===== src/rtl/cdr_loop_ctrl.sv =====
// cdr_loop_ctrl: CDR loop controller, vote-driven period retune with IDLE/ACQ/TRACK/LOCKED sequencing; optional holdover under CDR_HOLDOVER_EN
module cdr_loop_ctrl #(
   parameter int P_W        = 6,
   parameter int NOM_P      = 25,
   parameter int ACQ_STEP   = 2,
   parameter int ACQ_SPAN   = 4,
   parameter int TRK_STEP   = 1,
   parameter int TRK_SPAN   = 2,
   parameter int VOTE_W     = 4,
   parameter int ACQ_THR    = 2,
   parameter int TRK_THR    = 4,
   parameter int ACQ_QUIET  = 4,
   parameter int LOCK_CNT   = 8,
   parameter int UNLOCK_CNT = 3
`ifdef CDR_HOLDOVER_EN
   ,
   parameter int HOLD_TICKS = 3
`endif
) (
   input  logic           i_clk,
   input  logic           i_rst,
   input  logic           i_start,
   input  logic           i_T,
   input  logic           i_E,
   input  logic           i_tick,
   output logic [P_W-1:0] o_nb_P,
   output logic [1:0]     o_state,
   output logic           o_locked,
   output logic           o_adj_up,
   output logic           o_adj_dn,
   output logic           o_holdover
);
   typedef enum logic [1:0] {S_IDLE, S_ACQ, S_TRACK, S_LOCKED} state_t;
   localparam int CW       = 8;
   localparam int L_ACQ_LO = NOM_P - ACQ_SPAN;
   localparam int L_ACQ_HI = NOM_P + ACQ_SPAN;
   localparam int L_TRK_LO = NOM_P - TRK_SPAN;
   localparam int L_TRK_HI = NOM_P + TRK_SPAN;
   localparam logic [P_W:0] C_NOM      = NOM_P[P_W:0];
   localparam logic [P_W:0] C_ACQ_LO   = L_ACQ_LO[P_W:0];
   localparam logic [P_W:0] C_ACQ_HI   = L_ACQ_HI[P_W:0];
   localparam logic [P_W:0] C_TRK_LO   = L_TRK_LO[P_W:0];
   localparam logic [P_W:0] C_TRK_HI   = L_TRK_HI[P_W:0];
   localparam logic [P_W:0] C_ACQ_STEP = ACQ_STEP[P_W:0];
   localparam logic [P_W:0] C_TRK_STEP = TRK_STEP[P_W:0];
   localparam logic signed [VOTE_W-1:0] C_ACQ_THR = ACQ_THR[VOTE_W-1:0];
   localparam logic signed [VOTE_W-1:0] C_TRK_THR = TRK_THR[VOTE_W-1:0];
   localparam logic signed [VOTE_W-1:0] C_ONE     = VOTE_W'(1);
   localparam logic signed [VOTE_W-1:0] C_VMAX    = {1'b0, {(VOTE_W-1){1'b1}}};
   localparam logic signed [VOTE_W-1:0] C_VMIN    = -C_VMAX;
   localparam logic [CW-1:0] C_ACQ_Q  = ACQ_QUIET[CW-1:0];
   localparam logic [CW-1:0] C_LOCK   = LOCK_CNT[CW-1:0];
   localparam logic [CW-1:0] C_UNLOCK = UNLOCK_CNT[CW-1:0];

   state_t                     r_state, w_state_nxt;
   logic [P_W-1:0]             r_nb;
   logic signed [VOTE_W-1:0]   r_vote, w_vote_nxt, w_seed, w_thr;
   logic [CW-1:0]              r_q, r_c, w_q_inc, w_c_inc, w_q_nxt, w_c_nxt;
   logic                       r_up, r_dn;
   logic [P_W:0]               w_nbx, w_step, w_lo, w_hi, w_sum, w_dif, w_nb_corr, w_trk_clamp, w_nb_nxt;
   logic                       w_acq, w_want_up, w_want_dn, w_corr, w_at_bnd, w_frz, w_tick_act;

   assign w_acq       = r_state == S_ACQ;
   assign w_nbx       = {1'b0, r_nb};
   assign w_step      = w_acq ? C_ACQ_STEP : C_TRK_STEP;
   assign w_lo        = w_acq ? C_ACQ_LO : C_TRK_LO;
   assign w_hi        = w_acq ? C_ACQ_HI : C_TRK_HI;
   assign w_thr       = w_acq ? C_ACQ_THR : C_TRK_THR;
   assign w_want_up   = r_vote >= w_thr;
   assign w_want_dn   = r_vote <= -w_thr;
   assign w_corr      = w_want_up || w_want_dn;
   assign w_sum       = w_nbx + w_step;
   assign w_dif       = w_nbx - w_step;
   assign w_nb_corr   = w_want_up ? (w_sum > w_hi ? w_hi : w_sum) :
                        w_want_dn ? ((w_dif[P_W] || w_dif < w_lo) ? w_lo : w_dif) : w_nbx;
   assign w_at_bnd    = (w_want_up && w_nbx >= w_hi) || (w_want_dn && w_nbx <= w_lo);
   assign w_trk_clamp = w_nbx > C_TRK_HI ? C_TRK_HI : w_nbx < C_TRK_LO ? C_TRK_LO : w_nbx;
   assign w_q_inc     = (&r_q) ? r_q : r_q + CW'(1);
   assign w_c_inc     = (&r_c) ? r_c : r_c + CW'(1);
   assign w_seed      = i_T ? (i_E ? C_ONE : -C_ONE) : '0;
   assign w_vote_nxt  = !i_T ? r_vote :
                        i_E ? (r_vote == C_VMAX ? r_vote : r_vote + C_ONE) :
                              (r_vote == C_VMIN ? r_vote : r_vote - C_ONE);
   assign w_tick_act  = i_tick && r_state != S_IDLE && !w_frz;

   // Tick decision: default correction/counter update, overridden by state transitions
   always_comb begin
      w_state_nxt = r_state;
      w_nb_nxt    = w_nb_corr;
      w_q_nxt     = w_corr ? '0 : w_q_inc;
      w_c_nxt     = w_corr ? w_c_inc : '0;
      if (r_state == S_ACQ && !w_corr && w_q_inc >= C_ACQ_Q) begin
         w_state_nxt = S_TRACK;
         w_nb_nxt    = w_trk_clamp;
         w_q_nxt     = '0;
         w_c_nxt     = '0;
      end else if (r_state == S_TRACK && w_at_bnd) begin
         w_state_nxt = S_ACQ;
         w_q_nxt     = '0;
         w_c_nxt     = '0;
      end else if (r_state == S_TRACK && !w_corr && w_q_inc >= C_LOCK) begin
         w_state_nxt = S_LOCKED;
         w_q_nxt     = '0;
         w_c_nxt     = '0;
      end else if (r_state == S_LOCKED && w_corr && w_c_inc >= C_UNLOCK) begin
         w_state_nxt = S_TRACK;
         w_q_nxt     = '0;
         w_c_nxt     = '0;
      end
   end

   // Loop FSM: start restarts acquisition and discards a coincident tick
   always_ff @(posedge i_clk) begin
      if (i_rst || i_start) begin
         r_state <= i_rst ? S_IDLE : S_ACQ;
         r_nb    <= C_NOM[P_W-1:0];
         r_vote  <= '0;
         r_q     <= '0;
         r_c     <= '0;
         r_up    <= 1'b0;
         r_dn    <= 1'b0;
      end else begin
         r_up   <= w_tick_act && w_nb_nxt > w_nbx;
         r_dn   <= w_tick_act && w_nb_nxt < w_nbx;
         r_vote <= r_state == S_IDLE ? '0 : i_tick ? w_seed : w_vote_nxt;
         if (w_tick_act) begin
            r_state <= w_state_nxt;
            r_nb    <= w_nb_nxt[P_W-1:0];
            r_q     <= w_q_nxt;
            r_c     <= w_c_nxt;
         end
      end
   end

`ifdef CDR_HOLDOVER_EN
   localparam logic [CW-1:0] C_HOLD = HOLD_TICKS[CW-1:0];
   logic          r_hold, r_seen;
   logic [CW-1:0] r_sil, w_sil_inc;
   assign w_sil_inc = (&r_sil) ? r_sil : r_sil + CW'(1);
   assign w_frz     = r_hold;
   // Silent-window tracking: freeze the loop after enough windows without transitions
   always_ff @(posedge i_clk) begin
      if (i_rst || i_start) begin
         r_hold <= 1'b0;
         r_seen <= 1'b0;
         r_sil  <= '0;
      end else begin
         r_seen <= i_tick ? i_T : (r_seen | i_T);
         if (r_hold) begin
            if (i_T) begin
               r_hold <= 1'b0;
               r_sil  <= '0;
            end
         end else if (i_tick) begin
            if ((r_state == S_TRACK || r_state == S_LOCKED) && !r_seen) begin
               r_sil  <= w_sil_inc;
               r_hold <= w_sil_inc >= C_HOLD;
            end else begin
               r_sil <= '0;
            end
         end
      end
   end
   assign o_holdover = r_hold;
`else
   assign w_frz      = 1'b0;
   assign o_holdover = 1'b0;
`endif

   assign o_nb_P   = r_nb;
   assign o_state  = r_state;
   assign o_locked = r_state == S_LOCKED;
   assign o_adj_up = r_up;
   assign o_adj_dn = r_dn;
endmodule


===== config.mk =====
export PLATFORM = sky130hd
export DESIGN_NAME = cdr_loop_ctrl
export DESIGN_NICKNAME = d
export VERILOG_FILES = /design/src/rtl/cdr_loop_ctrl.sv
export SDC_FILE = /design/constraint.sdc
export NUM_CORES = 1
export LEC_CHECK = 0
export CORE_ASPECT_RATIO = 0.7
export CORE_MARGIN = 2
export CORE_UTILIZATION = 40
export CTS_CLUSTER_DIAMETER = 50
export CTS_CLUSTER_SIZE = 14
export DETAILED_ROUTE_END_ITERATION = 16
export SLEW_MARGIN = 20
export SYNTH_ARGS = -nofsm -noshare
export SYNTH_HDL_FRONTEND = slang
export SYNTH_SLANG_ARGS = --single-unit

===== constraint.sdc =====
create_clock -name i_clk -period 5.5 [get_ports i_clk]
set_input_delay 1.1 -clock i_clk [delete_from_list [all_inputs] [get_ports i_clk]]
set_output_delay 1.1 -clock i_clk [all_outputs]
set_load 0.01 [all_outputs]

* Word-level counts from Yosys, hierarchy flattened
Index checks and enable logic that the tools add are counted.
** Word-level totals
- Input port bits :: 6
- Output and inout port bits :: 12
- ROM bits :: 0
- Memories :: 0
- RAM bits :: 0
- Bits in registers :: 30
- Word-level logic and storage cells :: 98
- Bits in latches :: 0
** Cells by class
- Divide/modulo/power cells :: 0
- Order comparisons :: 13
- Shift operators :: 0
- Reductions and logical operators :: 27
- Equality and inequality tests :: 7
- Bitwise operators :: 0
- $mul :: 0
- Muxes and demuxes :: 37
- $add $sub $neg :: 7
** Operator list (number)
- $mux 8 :: 12
- $mux 7 :: 5
- $mux 4 :: 7
- $add 8x1->8 const B :: 2
- $mux 2 :: 8
- $reduce_and 8->1 :: 2
- $logic_and 1x1->1 :: 12
- $mux 6 :: 2
- $eq 4x4->1 const B :: 2
- $ge 8x2->1 const B :: 1
- $ge 8x3->1 const B :: 1
- $ge 8x4->1 const B :: 1
- $add 6x2->7 :: 1
- $gt 7x5->1 :: 1
- $gt 7x6->1 :: 1
- $lt 7x5->1 :: 1
- $lt 7x6->1 :: 1
- $sub 6x2->7 :: 1
- $ge 6x5->1 :: 1
- $gt 6x5->1 const B :: 1
- $le 6x5->1 :: 1
- $lt 6x5->1 const B :: 1
- $mux 3 :: 2
- $ne 3x3->1 const B :: 2
- other kinds (16) :: 22

* Longest topological paths before layout
Gate-level depths: netlist of run 1.
- Depth after elaboration :: 13
- Mapped depth :: 21
- Depth with buffers taken out :: 20

* Worst setup path after synthesis of run 1
OpenSTA, ideal clock, no wires.
- Path type :: flip-flop to flip-flop
- Start point :: register r_state[0], in the netlist o_state[0]
- End point :: register r_dn, in the netlist o_adj_dn
- Clock period less this slack :: 4331 ps
- Cell stages (with the launch flop) :: 19
- Slack :: 1169 ps
- Path buffers :: 1
- Required time :: 5441 ps
- Arrival :: 4272 ps
- Setup time :: 59 ps
- Path through :: edfxtp_1 -> nand2b_1 -> clkbuf_1 -> inv_1 -> fa_1 -> xor2_1 -> ha_1 -> and3b_1 -> o41ai_2 -> mux2i_1 -> a211oi_2 -> ha_1 -> nor2b_1 -> o21a_1 -> o21a_1 -> o21ai_0 -> nand2b_1 -> a21oi_1 -> and2_1
** Between the ends
- Cells in the longest elaborated chain, start to end :: 11
- Elaborated cells between the ends (all ways) :: 26
- Those cells by class :: 3 x add/sub; 5 x order compare; 1 x eq/ne; 9 x mux; 8 x reduce/logical
** Ends and longest elaborated chain
- start: declaration :: line 55 : state_t r_state, w_state_nxt;
- start signal: assignment :: line 115 : r_state <= i_rst ? S_IDLE : S_ACQ;
- start signal: assignment :: line 127 : r_state <= w_state_nxt;
- $eq 2x1->1 * :: line 63, 92
- $mux 2 / $mux 3 (equally long branches) :: line 65, 68
- $sub 6x2->7 / $neg 3->4 (equally long branches) :: line 73, 70
- $lt 7x5->1 / $le 4x4->1 (equally long branches) :: line 75, 70
- $logic_or 1x1->1 (on tied branches) :: line 75, 71
- $mux 7 / $logic_not 1->1 (equally long branches) :: line 75, 92
- $mux 7 / $logic_and 1x1->1 (equally long branches) :: line 75, 92
- $mux 7 / $logic_and 1x1->1 (equally long branches) :: line 74, 92
- $mux 7 * :: line 92 : if (r_state == S_ACQ && !w_corr && w_q_inc >= C_ACQ_Q) begin
- named net w_nb_nxt[1] :: line 60 : logic [P_W:0] w_nbx, w_step, w_lo, w_hi, w_sum, w_dif, w_nb_corr, w_trk_clamp, w_nb_nxt;
- $lt 7x6->1 * :: line 124 : r_dn <= w_tick_act && w_nb_nxt < w_nbx;
- $logic_and 1x1->1 * :: line 124
- end signal: assignment :: line 124
- end: declaration :: line 59 : logic r_up, r_dn;
Mark *: on every way through the listed nets, which the timed path passes. The rest lies on a longest branch.
A chain may end at the register's enable or synchronous reset.

* Final worst setup path of run 1
Same ends and word-level chain as after synthesis.

==> impl_metrics.json, run 1 <==
{
  "outcome": "finished, final reports clean",
  "rsz0062_at_grt": "no",
  "cts_buffer_depth": 2,
  "yosys.area_share.simple_pct": 29.01,
  "cts_resized": 0,
  "place_ws_ns": 0.8499,
  "cts_tree": "yes",
  "dr.pass1.iters": 5,
  "synth_top_cell_area_share_pct": 20.73,
  "yosys.area.top_type": "dfxtp_1",
  "first_global_vias": 2291,
  "synth_flop_cell": "dfxtp_1",
  "cts_buffers": 5,
  "layout-drive-gt1-share_pct": 5.932,
  "root_buffer": "clkbuf_8",
  "cp_cell_sequence": "nand2b_1 -> inv_1 -> fa_1 -> xor2_1 -> ha_1 -> and3b_1 -> o41ai_2 -> mux2i_1 -> a211oi_2 -> ha_1 -> nor2b_1 -> o21a_1 -> o21a_1 -> o21ai_0 -> nand2b_1 -> a21oi_1 -> and2_1",
  "route.vias.total": 2651,
  "crit_path_start_kind": "flip-flop",
  "fmax_mhz": 210.6,
  "fin_crit_ns": 4.748,
  "grt_pass1_wl_um": 11900,
  "ys_types": 69,
  "seq_area_frac_synth_pct": 22.95,
  "cp_max_fo": 12,
  "synth_seq_cells": 30,
  "critPathKind": "flip-flop to flip-flop",
  "chipWidth_um": 102.3,
  "synth_top_family_by_area": "simple AND/OR/NAND/NOR gates",
  "antenna_cells": 0,
  "slew_violations": 0,
  "die_h_um": 72.79,
  "setup_slack_ns": 0.7520,
  "vdd_drop_max_v": 0.00007850,
  "initial_core_util_pct": 40.77,
  "syn_to_final_growth_pct": 10.64,
  "finalHoldViolations": 0,
  "drtIter0Drc": 236,
  "core_area_um2": 6631,
  "max-cap-violations": 0,
  "synth_edf_count": 2,
  "setup_viol": 0,
  "drc": 0,
  "hpwl_um": 5422,
  "clk_pin_slew_ns": 0.06,
  "setup_tns_ns": 0,
  "overflow": 0,
  "nets": 383,
  "p_per_area_nw_per_um2": 188.0,
  "end_kind": "flip-flop",
  "min_period_over_period_pct": 86.33,
  "hold_path.class": "flip-flop to flip-flop",
  "slowest_stage": "fa_1",
  "syn-num-nets": 377,
  "ys_async_sr_fraction_pct": 0,
  "syn-cell-area_um2": 2704,
  "max_slew_margin_pct": 41.83,
  "synth_mux_area_share_pct": 2.267,
  "cp_top_family": "compound AO/OA/AOI/OAI gates",
  "max_stage_delay_ns": 0.55,
  "via_per_inst": 5.917,
  "die_area_um2": 7443,
  "io_pins": 18,
  "worstMarginPinSlew_ns": 0.8725,
  "rows": 25,
  "portBuffers": 16,
  "synth_xor_area_share_pct": 2.915,
  "total_power_uw": 562.4,
  "drt-total-wl_um": 7225,
  "synth_compound_gate_area_share_pct": 25.91,
  "post-cts-setup-buffers": 0,
  "p_leak_nw": 1.082,
  "path_buf_inv": 1,
  "finClkSkew_ns": 0.007307,
  "crit_required_ns": 5.73,
  "h-tree-depth": 2,
  "track_usage_pct": 20.20,
  "ant_nets": 0,
  "syn_inst": 347,
  "synthAdderAreaFrac_pct": 11.94,
  "hold_ws_ns": 0.5036,
  "grt_max_degree": 23,
  "syn_area_per_cell_um2": 7.792,
  "cts_hold_buf": 0,
  "cts_sinks": 30,
  "yosysWarningCount": 0,
  "clock_latency_ns": 0.28,
  "cp.arrival_ns": 4.97,
  "yosys-top-cells-area": "dfxtp_1 21%, ha_1 9.7%, a21oi_1 4.8%",
  "place_congestion": 0.8853,
  "drt-wirelength-per-cell_um": 16.13,
  "antenna_found_initial": 0
}
[final timing paths]
path / from / cells past startpoint / slack [ns] / end
worst max-delay path: o_state[0]$_DFFE_PP_ / 17 / 0.75 / o_adj_dn$_SDFF_PP0_
worst min-delay path: r_q[1]$_SDFFE_PP0P_ / 2 / 0.50 / r_q[1]$_SDFFE_PP0P_
worst max register to register: o_state[0]$_DFFE_PP_ / 17 / 0.75 / o_adj_dn$_SDFF_PP0_
worst min register to register: r_q[1]$_SDFFE_PP0P_ / 2 / 0.50 / r_q[1]$_SDFFE_PP0P_
[cell usage in the layout (no fill, tap or decap), types with 3 or more instances in the layout]
master,instances
o22ai_1,3
or2_2,3
fa_1,3
o211ai_1,3
ha_1,21
a221oi_1,3
inv_1,15
nand4_1,6
nand4b_1,3
a21oi_1,26
a32oi_1,3
and4_1,4
nand2b_1,11
xnor2_1,6
nor2b_1,8
and3_1,4
a211oi_1,4
nor2_1,23
nand3_1,15
nor3_1,17
o21ai_1,5
nor4_1,7
a21o_1,5
dfxtp_1,28
o21ai_0,8
nand2_1,27
xor2_1,3
clkbuf_8,5
and2_1,5
a31oi_1,7
o21a_1,5
clkdlybuf4s50_1,16
a22oi_1,3
mux2i_1,5
[Yosys cell counts, types with 6 or more instances]
library cell / number
dfxtp_1: 28
nand2_1: 27
a21oi_1: 26
nor2_1: 23
ha_1: 21
nor3_1: 17
inv_1: 15
nand3_1: 15
nand2b_1: 11
clkbuf_1: 10
nor2b_1: 8
o21ai_0: 8
a31oi_1: 7
nor4_1: 7
buf_2: 6
nand4_1: 6
xnor2_1: 6
[metrics by stage]
| stage | utilization, % | instances | cell area, µm² |
|---|---|---|---|
| global placement | 43.83 | 440 | 2907 |
| floorplan | - | 347 | 2704 |
| finish | 45.11 | 448 | 2992 |
| CTS | 45.11 | 448 | 2992 |
| global route | 45.11 | 448 | 2992 |
| detailed placement | 43.83 | 440 | 2907 |
[where the power goes]
part	leakage, nW	internal (mW)	switching, mW
Clock	0.0416	0.0864	0.0857
Combinational	0.792	0.0642	0.0938
Sequential	0.248	0.224	0.00785
[cell families after synthesis]
| family | after synthesis |
|---|---|
| AOI/OAI and AO/OA | 101 |
| xor gates and xnor gates | 9 |
| adders and majority gates | 24 |
| buffers and inverters | 32 |
| DFF | 30 |
| muxes | 6 |
| other | 1 |
| and+or+nand+nor | 144 |
[sequential cells by signal (all words and copies together) (netlist names)]
name	cells
r_c	8
r_q	8
o_nb_P	6
r_vote	4
o_state	2
o_adj_dn	1
o_adj_up	1
[worst register-to-register path, cell delays in order, from the launching register on]
cell	delay, ns
edfxtp_1	0.50
nand2b_1	0.41
inv_1	0.32
fa_1	0.55
xor2_1	0.19
ha_1	0.34
and3b_1	0.21
o41ai_2	0.46
mux2i_1	0.16
a211oi_2	0.32
ha_1	0.29
nor2b_1	0.13
o21a_1	0.16
o21a_1	0.16
o21ai_0	0.13
nand2b_1	0.07
a21oi_1	0.16
and2_1	0.14
[area by class of cell]
type                            count  area [µm²]
Clock buffer                        5       68.82
Clock inverter                      3       16.27
Fill cell                         679        3640
Inverter                           15       56.30
Multi-Input combinational cell    285        1952
Sequential cell                    30       620.6
Tap cell                           94       117.6
Timing Repair Buffer               16       160.2
[per-layer routing]
metal  vias to the layer above  GRT usage [%]  part of all wire, %
met4                         0          2.667                 0.17
met3                         2          3.927                  5.5
met1                      1246          32.76                   54
li1                       1321              -                    -
met5                         -              0                    0
met2                        82          27.78                   40
No activity file was read; power rests on OpenSTA's default activity.
==> run 2: changes to the inputs <==
--- a/config.mk
+++ b/config.mk
@@ -11,6 +11,7 @@
 export CTS_CLUSTER_DIAMETER = 50
 export CTS_CLUSTER_SIZE = 14
 export DETAILED_ROUTE_END_ITERATION = 16
+export PLACE_DENSITY = 0.69
 export SLEW_MARGIN = 20
 export SYNTH_ARGS = -nofsm -noshare
 export SYNTH_HDL_FRONTEND = slang
==> impl_metrics.json, run 2 (synthesis gave the netlist of run 1 again) <==
{
  "outcome": "finished, final reports clean",
  "root_buffer": "clkbuf_8",
  "route.vias.total": 2675,
  "nets": 383,
  "mostFrequentLayoutCells": "28 x dfxtp_1, 27 x nand2_1, 26 x a21oi_1",
  "worstMarginPinSlew_ns": 0.8735,
  "core_area_um2": 6631,
  "post-cts-setup-buffers": 0,
  "setup_viol": 0,
  "via_per_inst": 5.971,
  "rsz0062_at_grt": "no",
  "fin_cells": 448,
  "place_congestion": 0.9360,
  "r2r_setup_slack_ns": 0.77,
  "reg2reg_depth": 17,
  "rr_endpoint": "o_adj_dn$_SDFF_PP0_",
  "hpwl_um": 5354,
  "hold_path.class": "flip-flop to flip-flop",
  "p_per_area_nw_per_um2": 192.6,
  "overflow": 0,
  "antenna_found_initial": 0,
  "crit_path_start_kind": "flip-flop",
  "initial_core_util_pct": 40.77,
  "first_global_vias": 2462,
  "drt-wirelength-per-cell_um": 15.94,
  "r2r-start": "o_state[1]$_SDFFCE_PP0P_",
  "vdd_drop_max_v": 0.00009763,
  "clock_latency_ns": 0.28,
  "finalHoldViolations": 0,
  "setup_tns_ns": 0,
  "max_slew_margin_pct": 41.76,
  "grt_pass1_wl_um": 12560,
  "clk_pin_slew_ns": 0.07,
  "cts_hold_buf": 0,
  "drt-total-wl_um": 7143,
  "placed_cells": 440,
  "chipWidth_um": 102.3,
  "ant_nets": 0,
  "min_period_over_period_pct": 85.96,
  "cts_buffers": 5,
  "rows": 25,
  "track_usage_pct": 21.22,
  "max-cap-violations": 0,
  "hold_ws_ns": 0.5008,
  "end_kind": "flip-flop",
  "cts_resized": 0,
  "fin_crit_ns": 4.728,
  "dr.pass1.iters": 5,
  "fill_cells": 679,
  "total_power_uw": 577.5,
  "crit_required_ns": 5.73,
  "place_area_um2": 2907,
  "whs_path_depth": 2,
  "antenna_cells": 0,
  "fmax_mhz": 211.5,
  "die_area_um2": 7443,
  "finClkSkew_ns": 0.003244,
  "cts_sinks": 30,
  "cp.arrival_ns": 4.95,
  "cts_buffer_depth": 2,
  "layout-drive-gt1-share_pct": 5.932,
  "slew_violations": 0,
  "cp_max_fo": 12,
  "syn_to_final_growth_pct": 10.87,
  "io_pins": 18,
  "cts_tree": "yes",
  "drtIter0Drc": 161,
  "grt_max_degree": 23,
  "final_cell_area_um2": 2998,
  "p_leak_nw": 1.088,
  "die_h_um": 72.79,
  "portBuffers": 16,
  "critPathKind": "flip-flop to flip-flop",
  "h-tree-depth": 2,
  "mostFrequentLayoutCell": "dfxtp_1",
  "drc": 0,
  "min_to": "r_q[1]$_SDFFE_PP0P_",
  "hold_start": "r_q[1]$_SDFFE_PP0P_"
}
[run 2: changes by cell type in the layout (fill, tap and decap cells not counted), sizes merged]
| cell | delta |
|---|---|
| clkbuf | +2 |
| clkinv | -1 |
| clkinvlp | -1 |
[run 2: how the worst max path moves through the flow]
stage	to	slack [ns]	cells after the start	startpoint
floorplan	o_adj_dn$_SDFF_PP0_	1.17	18	o_state[0]$_DFFE_PP_
detailed placement	o_adj_dn$_SDFF_PP0_	0.84	17	o_state[1]$_SDFFCE_PP0P_
CTS	o_adj_dn$_SDFF_PP0_	0.79	17	o_state[1]$_SDFFCE_PP0P_
global placement	o_adj_dn$_SDFF_PP0_	0.98	17	o_state[0]$_DFFE_PP_
global route	o_adj_dn$_SDFF_PP0_	0.43	17	o_state[1]$_SDFFCE_PP0P_
finish	o_adj_dn$_SDFF_PP0_	0.77	17	o_state[1]$_SDFFCE_PP0P_
[run 2: per-stage QoR]
| step | util [%] | setup WS (ns) |
|---|---|---|
| after CTS | 45.21 | 0.7871 |
| final | 45.21 | 0.7723 |
| after detailed placement | 43.83 | 0.8392 |
| after global routing | 45.21 | 0.4275 |
| after floorplan | - | 1.169 |
| after global placement | 43.83 | 0.9780 |
[run 2: where the power goes]
group          leakage, nW  internal (mW)  total, mW  switching [mW]
clock               0.0482          0.101      0.188          0.0868
sequential           0.248          0.224      0.232         0.00807
combinational        0.792         0.0643      0.157          0.0931
[run 2: layout make-up]
type,instances,area [µm²],area share (%)
Multi-Input combinational cell,285,1952,65.11
Sequential cell,30,620.6,20.70
Timing Repair Buffer,16,160.2,5.342
Tap cell,94,117.6,3.923
Clock buffer,7,86.33,2.880
Inverter,15,56.30,1.878
Clock inverter,1,5.005,0.1669
[run 2: per-layer routing]
| layer | wire, µm | share of wire, % | GRT usage [%] | vias to the layer above |
|---|---|---|---|---|
| li1 | - | - | - | 1322 |
| met1 | 3602 | 50 | 33.16 | 1250 |
| met2 | 2891 | 40 | 30.26 | 98 |
| met3 | 627 | 8.8 | 4.789 | 5 |
| met4 | 22 | 0.31 | 2.815 | 0 |
| met5 | 0 | 0 | 0 | - |
[run 2: critical path: stages, from the launching register on]
cell and delay [ns]:
edfxtp_1 0.47, nand2b_1 0.45, inv_1 0.33, fa_1 0.56, xor2_1 0.19, ha_1 0.33
and3b_1 0.21, o41ai_2 0.45, mux2i_1 0.15, a211oi_2 0.28, ha_1 0.28, nor2b_1 0.13
o21a_1 0.16, o21a_1 0.16, o21ai_0 0.13, nand2b_1 0.07, a21oi_1 0.18, and2_1 0.14
